$ cat src/rtl/mdu_if.sv
// Operand/control bundle between the execute stage and the multiply/divide unit.
// The CPU side drives the op and operands; the MDU returns busy and HI/LO.
interface mdu_if;
    logic [2:0]  mdu_op;
    logic        start;
    logic        flush;
    logic [31:0] a;
    logic [31:0] b;
    logic        busy;
    logic [31:0] hi;
    logic [31:0] lo;

    modport master (
        output mdu_op, start, flush, a, b,
        input  busy, hi, lo
    );

    modport slave (
        input  mdu_op, start, flush, a, b,
        output busy, hi, lo
    );
endinterface

$ cat src/rtl/mdu.sv
// Iterative 32-bit multiply/divide unit with architectural HI/LO registers.
// Shift-add multiply and restoring divide, 32 RUN cycles plus one FIXUP cycle.
module mdu (
    input  logic clk,
    input  logic nrst,
    mdu_if.slave bus
);
    localparam logic [2:0] OP_MTHI = 3'd4;
    localparam logic [2:0] OP_MTLO = 3'd5;

    typedef enum logic [1:0] {
        IDLE,
        RUN,
        FIXUP
    } state_t;

    state_t      state;
    state_t      state_nx;
    logic [4:0]  cnt;
    logic [63:0] acc;
    logic [31:0] opnd;
    logic        is_div;
    logic        neg_q;
    logic        neg_r;
    logic        div_zero;
    logic [31:0] hi_q;
    logic [31:0] lo_q;
    logic        busy_q;

    logic        go;
    logic        is_md;
    logic        is_sgn;
    logic        is_dv;
    logic        b_zero;
    logic [31:0] abs_a;
    logic [31:0] abs_b;
    logic [32:0] mul_sum;
    logic [32:0] trial;
    logic [63:0] acc_nx;
    logic [63:0] prod;
    logic [31:0] quo;
    logic [31:0] rem;

    // Decode: bit 2 clear selects mul/div, bit 1 divide, bit 0 signed.
    assign go     = bus.start & ~bus.flush & (state == IDLE);
    assign is_md  = ~bus.mdu_op[2];
    assign is_dv  = bus.mdu_op[1];
    assign is_sgn = bus.mdu_op[0];
    assign b_zero = (bus.b == 32'd0);
    assign abs_a  = (is_sgn & bus.a[31]) ? -bus.a : bus.a;
    assign abs_b  = (is_sgn & bus.b[31]) ? -bus.b : bus.b;

    always_comb begin
        mul_sum = {1'b0, acc[63:32]} + (acc[0] ? {1'b0, opnd} : 33'd0);
        trial   = acc[63:31] - {1'b0, opnd};
        acc_nx  = acc;
        if (is_div) begin
            if (!trial[32])
                acc_nx = {trial[31:0], acc[30:0], 1'b1};
            else
                acc_nx = {acc[62:0], 1'b0};
        end else begin
            acc_nx = {mul_sum, acc[31:1]};
        end
    end

    // Divide by zero keeps the raw unsigned result untouched.
    always_comb begin
        prod = neg_q ? -acc : acc;
        quo  = acc[31:0];
        rem  = acc[63:32];
        if (!div_zero) begin
            if (neg_q)
                quo = -acc[31:0];
            if (neg_r)
                rem = -acc[63:32];
        end
    end

    always_ff @(posedge clk or negedge nrst) begin
        if (!nrst)
            state <= IDLE;
        else
            state <= state_nx;
    end

    always_comb begin
        state_nx = state;
        unique case (state)
            IDLE: begin
                if (go && is_md)
                    state_nx = RUN;
            end
            RUN: begin
                if (bus.flush)
                    state_nx = IDLE;
                else if (cnt == 5'd31)
                    state_nx = FIXUP;
            end
            FIXUP: begin
                state_nx = IDLE;
            end
            default: begin
                state_nx = IDLE;
            end
        endcase
    end

    always_ff @(posedge clk or negedge nrst) begin
        if (!nrst)
            busy_q <= 1'b0;
        else
            busy_q <= (state_nx != IDLE);
    end

    always_ff @(posedge clk or negedge nrst) begin
        if (!nrst) begin
            cnt      <= 5'd0;
            acc      <= 64'd0;
            opnd     <= 32'd0;
            is_div   <= 1'b0;
            neg_q    <= 1'b0;
            neg_r    <= 1'b0;
            div_zero <= 1'b0;
        end else if (state == IDLE) begin
            if (go && is_md) begin
                cnt      <= 5'd0;
                is_div   <= is_dv;
                neg_q    <= is_sgn & (bus.a[31] ^ bus.b[31]);
                neg_r    <= is_sgn & bus.a[31];
                div_zero <= is_dv & b_zero;
                opnd     <= is_dv ? abs_b : abs_a;
                if (!is_dv)
                    acc <= {32'd0, abs_b};
                else if (b_zero)
                    acc <= {32'd0, bus.a};
                else
                    acc <= {32'd0, abs_a};
            end
        end else if (state == RUN) begin
            acc <= acc_nx;
            cnt <= cnt + 5'd1;
        end
    end

    always_ff @(posedge clk or negedge nrst) begin
        if (!nrst) begin
            hi_q <= 32'd0;
            lo_q <= 32'd0;
        end else if (state == FIXUP) begin
            if (!bus.flush) begin
                if (is_div) begin
                    hi_q <= rem;
                    lo_q <= quo;
                end else begin
                    hi_q <= prod[63:32];
                    lo_q <= prod[31:0];
                end
            end
        end else if (go) begin
            if (bus.mdu_op == OP_MTHI)
                hi_q <= bus.a;
            if (bus.mdu_op == OP_MTLO)
                lo_q <= bus.a;
        end
    end

    assign bus.busy = busy_q;
    assign bus.hi   = hi_q;
    assign bus.lo   = lo_q;
endmodule

$ cat src/flat_wrapper.sv
// flat-port wrapper written by rule: the top's interface ports become plain ports
module mdu_flat 
  (clk, nrst, bus_mdu_op, bus_start, bus_flush, bus_a, bus_b, bus_busy, bus_hi, bus_lo);
  mdu_if bus_i ();
  input  logic clk;
  input  logic nrst;
  input wire logic [$bits(bus_i.mdu_op)-1:0] bus_mdu_op;
  input wire logic [$bits(bus_i.start)-1:0] bus_start;
  input wire logic [$bits(bus_i.flush)-1:0] bus_flush;
  input wire logic [$bits(bus_i.a)-1:0] bus_a;
  input wire logic [$bits(bus_i.b)-1:0] bus_b;
  output wire logic [$bits(bus_i.busy)-1:0] bus_busy;
  output wire logic [$bits(bus_i.hi)-1:0] bus_hi;
  output wire logic [$bits(bus_i.lo)-1:0] bus_lo;
  assign bus_i.mdu_op = bus_mdu_op;
  assign bus_i.start = bus_start;
  assign bus_i.flush = bus_flush;
  assign bus_i.a = bus_a;
  assign bus_i.b = bus_b;
  assign bus_busy = bus_i.busy;
  assign bus_hi = bus_i.hi;
  assign bus_lo = bus_i.lo;
  mdu u_core (.clk(clk), .nrst(nrst), .bus(bus_i));
endmodule
$ cat config.mk
export PLATFORM = sky130hd
export DESIGN_NAME = mdu_flat
export DESIGN_NICKNAME = d
export VERILOG_FILES = /design/src/rtl/mdu_if.sv /design/src/rtl/mdu.sv /design/src/flat_wrapper.sv
export SDC_FILE = /design/constraint.sdc
export NUM_CORES = 1
export LEC_CHECK = 0
export CELL_PAD_IN_SITES_DETAIL_PLACEMENT = 1
export CELL_PAD_IN_SITES_GLOBAL_PLACEMENT = 1
export CORE_ASPECT_RATIO = 0.6
export CORE_MARGIN = 2
export CORE_UTILIZATION = 44
export CTS_CLUSTER_DIAMETER = 80
export DETAILED_ROUTE_END_ITERATION = 8
export GPL_TIMING_DRIVEN = 0
export PLACE_DENSITY_LB_ADDON = 0.25
export SLEW_MARGIN = 20
export SYNTH_ARGS = -nofsm -noshare
export SYNTH_HDL_FRONTEND = slang
export SYNTH_SLANG_ARGS = --single-unit
$ cat constraint.sdc
create_clock -name clk -period 4.4 [get_ports clk]
set_input_delay 0.88 -clock clk [delete_from_list [all_inputs] [get_ports clk]]
set_output_delay 0.88 -clock clk [all_outputs]
set_load 0.005 [all_outputs]
; Word-level counts from Yosys, hierarchy flattened
; Cells that the tools add are included.
[word_totals]
register_bits = 172
latch_bits = 0
ramBits = 0
romBits = 0
wordCells = 80
memories = 0
[op_classes]
add_sub_neg = 8
n_mul = 0
div_mod_pow = 0
n_lt_le_gt_ge = 0
eq_ne = 7
n_shift = 0
mux = 33
bitwise = 9
reduce_logical = 12
[ops]
columns = op, n
row1 = two-way mux 32 bit, 19
row2 = two-way mux 64 bit, 7
row3 = negation 32 bit, 4
row4 = negation 64 bit, 1
row5 = adder 32 x 33 -> 33 bit, 1
row6 = subtractor 33 x 32 -> 33 bit, 1
row7 = zero test 32 bit, 1
row8 = two-way mux 5 bit, 3
row9 = nonzero test 2 bit, 5
row10 = AND 1 bit, 6
row11 = "equality test 3 bit, second input constant", 2
row12 = two-way mux 2 bit, 3
row13 = AND reduction 3 bit, 2
row14 = "adder 5 x 1 -> 5 bit, second input constant", 1
row15 = "equality test 5 bit, second input constant", 1
row16 = "inequality test 2 bit, second input constant", 2
row17 = case mux 2 bit (2 select lines), 1
row18 = AND reduction 2 bit, 2
row19 = "equality test 2 x 1 -> 1 bit, second input constant", 1
row20 = "equality test 2 bit, second input constant", 1
row21 = zero test 2 bit, 1
row22 = NOT 1 bit, 2
row23 = logical AND 1 bit, 1
row24 = XOR 1 bit, 1

; Logic depth before layout (Yosys ltp)
[logic_depth]
word_depth = 7
depth_mapped = 14
ltp_nobuf = 13

; Worst setup path after synthesis
; OpenSTA, ideal clock, no wires.
[synth_path]
path_type = reg2reg
from = reg u_core.acc[31]
to = reg u_core.acc[39]
t_arrival_ns = 3.403
t_required_ns = 4.267
path_slack_ns = 0.863
path_stages_with_launch = 14
path_cell_list = dfrtp_1 > inv_1 > ha_1 > fa_1 > nor2b_1 > o2111ai_1 > a21bo_2 > a21o_1 > o41ai_2 > o41ai_2 > nor2_2 > buf_4 > mux2i_1 > o21ai_0
[synth_between]
elab_chain_len = 5
[synth_rtl]
columns = item, line_no
row1 = from (decl), mdu.sv:20  ; logic [63:0] acc;
row2 = from (signal assigned), mdu.sv:134  ; acc <= {32'd0, abs_b};
row3 = from (signal assigned), mdu.sv:136  ; acc <= {32'd0, bus.a};
row4 = from (signal assigned), mdu.sv:138  ; acc <= {32'd0, abs_a};
row5 = subtractor 33 x 32 -> 33 bit, mdu.sv:55  ; trial = acc[63:31] - {1'b0, opnd};
row6 = two-way mux 64 bit, mdu.sv:58  ; if (!trial[32])
row7 = two-way mux 64 bit, mdu.sv:57  ; if (is_div) begin
row8 = two-way mux 64 bit, mdu.sv:140  ; end else if (state == RUN) begin
row9 = two-way mux 64 bit, mdu.sv:125  ; end else if (state == IDLE) begin
; Every way passes these cells. The select of a mux whose other input is x is not followed.
; A chain may end at the register's enable or synchronous reset.

; Worst setup path after layout
; Ends and elaborated chain as after synthesis.

==> metrics.md <==
| Metric | Value |
|---|---|
| Vias/cell | roughly 6.7 |
| RSZ-0062 raised after global routing | false |
| Area leader, netlist | dfrtp_1 |
| Post-synth EDFFs | 0 |
| Ports | 136 |
| Post-route DRC violation count | 0 |
| Post-DP Area | 0.0169 mm² |
| Logic pwr share | 0.585 |
| Hold WC Path Type | input pin to asynchronous set/reset pin |
| Die H | 147 µm |
| Mux cell area share after synthesis | 0.0377 |
| Ys flop type | dfrtp_1 |
| Setup TNS | 0 ns |
| Period minus WS final | 4.34 ns |
| Yosys reg bits | ~170 |
| Switch share | 0.517 |
| TritonRoute pass-1 iters | 6 |
| Std cell rows | 52 |
| Register-to-register setup slack | 0.06 ns |
| Seq pwr share | 0.267 |
| Worst R2R Start | u_core.acc[31] |
| Largest net degree at the start of global routing | 89 |
| Fin crit share | 0.986 |
| Top delay family on crit path | compound AO/OA/AOI/OAI gates |
| Clock buffers created by TritonCTS | 17 |
| Area Overhead vs Synth | 17.1% |
| R2R depth | 14 |
| Antenna-violating nets left | 0 |
| Top cell type's share of synthesized area | 0.286 |
| Net Switching | 5760 µW |
| Initial antenna violation count | 1 |
| Async SR Flop Fraction | 1.00 |
| Post-Synth Adder-Cell Area | 0.0608 |
| GP Congestion | 0.984 |
| Crit path max fanout | 10 |
| CTS tree | yes |
| H-tree depth | 4 |
| Hold Buf Count CTS | 0 |
| CP arrival | 4.65 ns |
| Post-Syn Area per Cell | 7.86 µm² |
| Post-Synth XOR/XNOR Area | 0.113 |
| Synth top cells by count | nor2_1, nand2_1, o21ai_0, dfrtp_1, a21oi_1 |
| Top cells by area, synth | dfrtp_1, xnor2_1, o21ai_0 |
| Post-Synthesis Cells | 1,917 |
| CTS clock-pin slew for the worst setup and hold paths | 0.08 ns |
| DIE AREA | 0.0358 mm² |
| Clk pwr share | 0.147 |
| Post-Synth Simple-Gate Area | 0.194 |
| Worst path depth | 14 |
| Mapped cell area | approximately 0.015 mm² |
| Final instance area | 0.0177 mm² |
| Status | completed |
| FMAX | 0.231 GHz |
| Share of layout cells above drive strength 1 | 0.0477 |
| Initial Util | 0.447 |
| Leak | 0.00729 µW |
| Global-route wire length before repair | around 110,000 µm |
| Worst ir drop on vdd | approximately 0.33 mV |
| Final setup skew | 0.0164 ns |
| Yosys warns | 0 |
| Wire per inst | 29.7 µm |
| Synth cell types | slightly above 80 |
| Final setup fails | 0 |
| Non-Filler Instances | 2,537 |
| CP Class | flop to flop |
| Die Wd | ~240 µm |
| Mapped Nets | roughly 2,100 |
| Clock Sinks | 172 |
| Final Max Tran Viols | 0 |
| Internal cell power | between 5000 and 6000 µW |
| FF-to-FF End | u_core.acc[39] |
| GRT Total Usage | 0.417 |
| Port bufs | 124 |
| Compound-cell area share of the yosys netlist | 0.264 |
| CP required | 4.71 ns |
| Vias in the first global route | 16,500 |
| Overflow after GRT | 0 |
| Top-count cell post-synth | nor2_1 |
| Clock Latency Late Sink | 0.48 ns |
| Critical path, cell by cell | inv_1, ha_1, fa_1, nor2b_1, o2111ai_1, a21bo_2, a21o_1, o41ai_4, buf_4, o41ai_2, nor2_4, buf_4, mux2i_1, o21ai_0 |
| Cell Pwr Density | 632 mW/mm² |
| Buffers plus inverters on the worst setup path | 3 |
| Most used cell, CP | buf_4 |
| Slowest stage delay, CP | approximately 0.95 ns |
| Main combinational cell family by area after synthesis | compound AO/OA/AOI/OAI gates |
| CORE AREA | 0.0337 mm² |
| CTS root buffer | clkbuf_16 |
| Final wirelength | 75,500 µm |
| Nets | around 2,200 |
| Final Hold Fails | 0 |
| Crit end category | flop |
| Max clock buf depth | 2 |
| Startpoint class of the critical path | flop |
| Post-DP HPWL | between 50,000 and 60,000 µm |
| Sequential-to-total area share from yosys stat | 0.286 |
| Max_cap viols | 0 |
| Worst Max-Slew Pin Slew | 1.21 ns |
| Detailed Route Iter0 Violations | 1,835 |
| Placed cells | 2,501 |
| DR vias | 16,900 |
| Slowest cell on the critical path | o41ai_2 |
| Max-slew headroom | 0.187 |
==> final cells by class <==
cell class / count / area (µm²)
Fill cell: 4183 / 16000
Multi-Input combinational cell: 1568 / 10200
Antenna cell: 1 / 2.50
Clock buffer: 19 / 453
Tap cell: 459 / 574
Clock inverter: 12 / 138
Buffer: 115 / 452
Inverter: 62 / 236
Timing Repair Buffer: 129 / 1300
Sequential cell: 172 / 4300
==> cells by family (layout without fill, tap and decap cells) <==
| group | after synthesis | after routing |
|---|---|---|
| other | 0 | 1 |
| AOI/OAI and AO/OA | 614 | 614 |
| and+or+nand+nor | 633 | 633 |
| muxes | 55 | 55 |
| adders and majority gates | 72 | 72 |
| DFF | 172 | 172 |
| buffers and inverters | 177 | 337 |
| xor gates and xnor gates | 194 | 194 |
==> cells in the final DEF, fill, tap and decap left out, types with 9 or more instances in the layout <==
| cell type | instances |
|---|---|
| and3_1 | 11 |
| a211oi_1 | 15 |
| or3_1 | 17 |
| o211ai_1 | 27 |
| buf_1 | 11 |
| a221oi_1 | 10 |
| nor3_1 | 37 |
| nand4_1 | 9 |
| mux2_2 | 14 |
| o31ai_1 | 37 |
| a31oi_1 | 32 |
| o21a_1 | 11 |
| nor2_1 | 218 |
| xnor2_1 | 108 |
| o41ai_1 | 12 |
| a21oi_1 | 138 |
| nand3_1 | 25 |
| clkbuf_1 | 95 |
| clkbuf_16 | 17 |
| o221ai_1 | 26 |
| ha_1 | 70 |
| a22oi_1 | 17 |
| nor4_1 | 15 |
| o21ai_0 | 176 |
| or4_1 | 11 |
| xor2_1 | 86 |
| dfrtp_1 | 172 |
| inv_1 | 60 |
| a222oi_1 | 12 |
| mux2i_1 | 41 |
| clkdlybuf4s50_1 | 123 |
| a21o_1 | 29 |
| nand2b_1 | 19 |
| nor2b_1 | 17 |
| nand2_1 | 201 |
==> what timing repair did <==
| action | CTS | global route |
|---|---|---|
| setup buffers | 0 | 4 |
| pin swaps | 1 | 1 |
| gates cloned | 0 | 0 |
| resized for setup | 9 | 19 |
| endpoints found under the setup margin | 32 | 46 |
==> how the worst max path moves through the flow <==
stage / from / endpoint / slack [ns]
6_report: u_core.acc[31] / u_core.acc[39] / 0.06
5_1_grt: u_core.acc[0] / u_core.acc[58] / 0.008
4_1_cts: u_core.acc[0] / u_core.acc[58] / 0.02
3_5_place_dp: u_core.acc[31] / u_core.acc[59] / -0.64
3_3_place_gp: nrst / u_core.bus.hi[16] / -5.24
2_1_floorplan: u_core.acc[31] / u_core.acc[39] / 0.86
==> through the flow <==
step	hold slack [ns]	utilization	total power [µW]	setup WS (ns)
final	0.388	0.524	11100	0.0635
after global routing	0.448	0.524	11600	0.00783
after CTS	0.434	0.521	10700	0.0218
after detailed placement	0.466	0.502	9040	-0.640
after global placement	0.462	0.501	8820	-5.24
after floorplan	0.450	-	6600	0.863
==> flip-flops by register name (all words and copies together), names as in the netlist <==
name / cells
u_core.acc: 64
u_core.bus.busy: 1
u_core.bus.hi: 32
u_core.bus.lo: 32
u_core.cnt: 5
u_core.div_zero: 1
u_core.is_div: 1
u_core.neg_q: 1
u_core.neg_r: 1
u_core.opnd: 32
u_core.state: 2
==> power groups by stage <==
| stage | sequential [µW] | clock [µW] | combinational [µW] |
|---|---|---|---|
| finish | 2980 | 1640 | 6530 |
| CTS | 2870 | 1630 | 6230 |
| detailed placement | 2900 | 0 | 6140 |
| floorplan | 2480 | 0 | 4120 |
| global route | 2970 | 1680 | 6980 |
| global placement | 2880 | 0 | 5940 |
==> layer usage <==
layer	GRT usage	vias to the layer above	wire (µm)
li1	-	7285	-
met1	0.607	8423	34000
met2	0.560	1066	28800
met3	0.172	137	10800
met4	0.110	0	1890
met5	0	-	0
No activity file was read; power rests on OpenSTA's default activity.
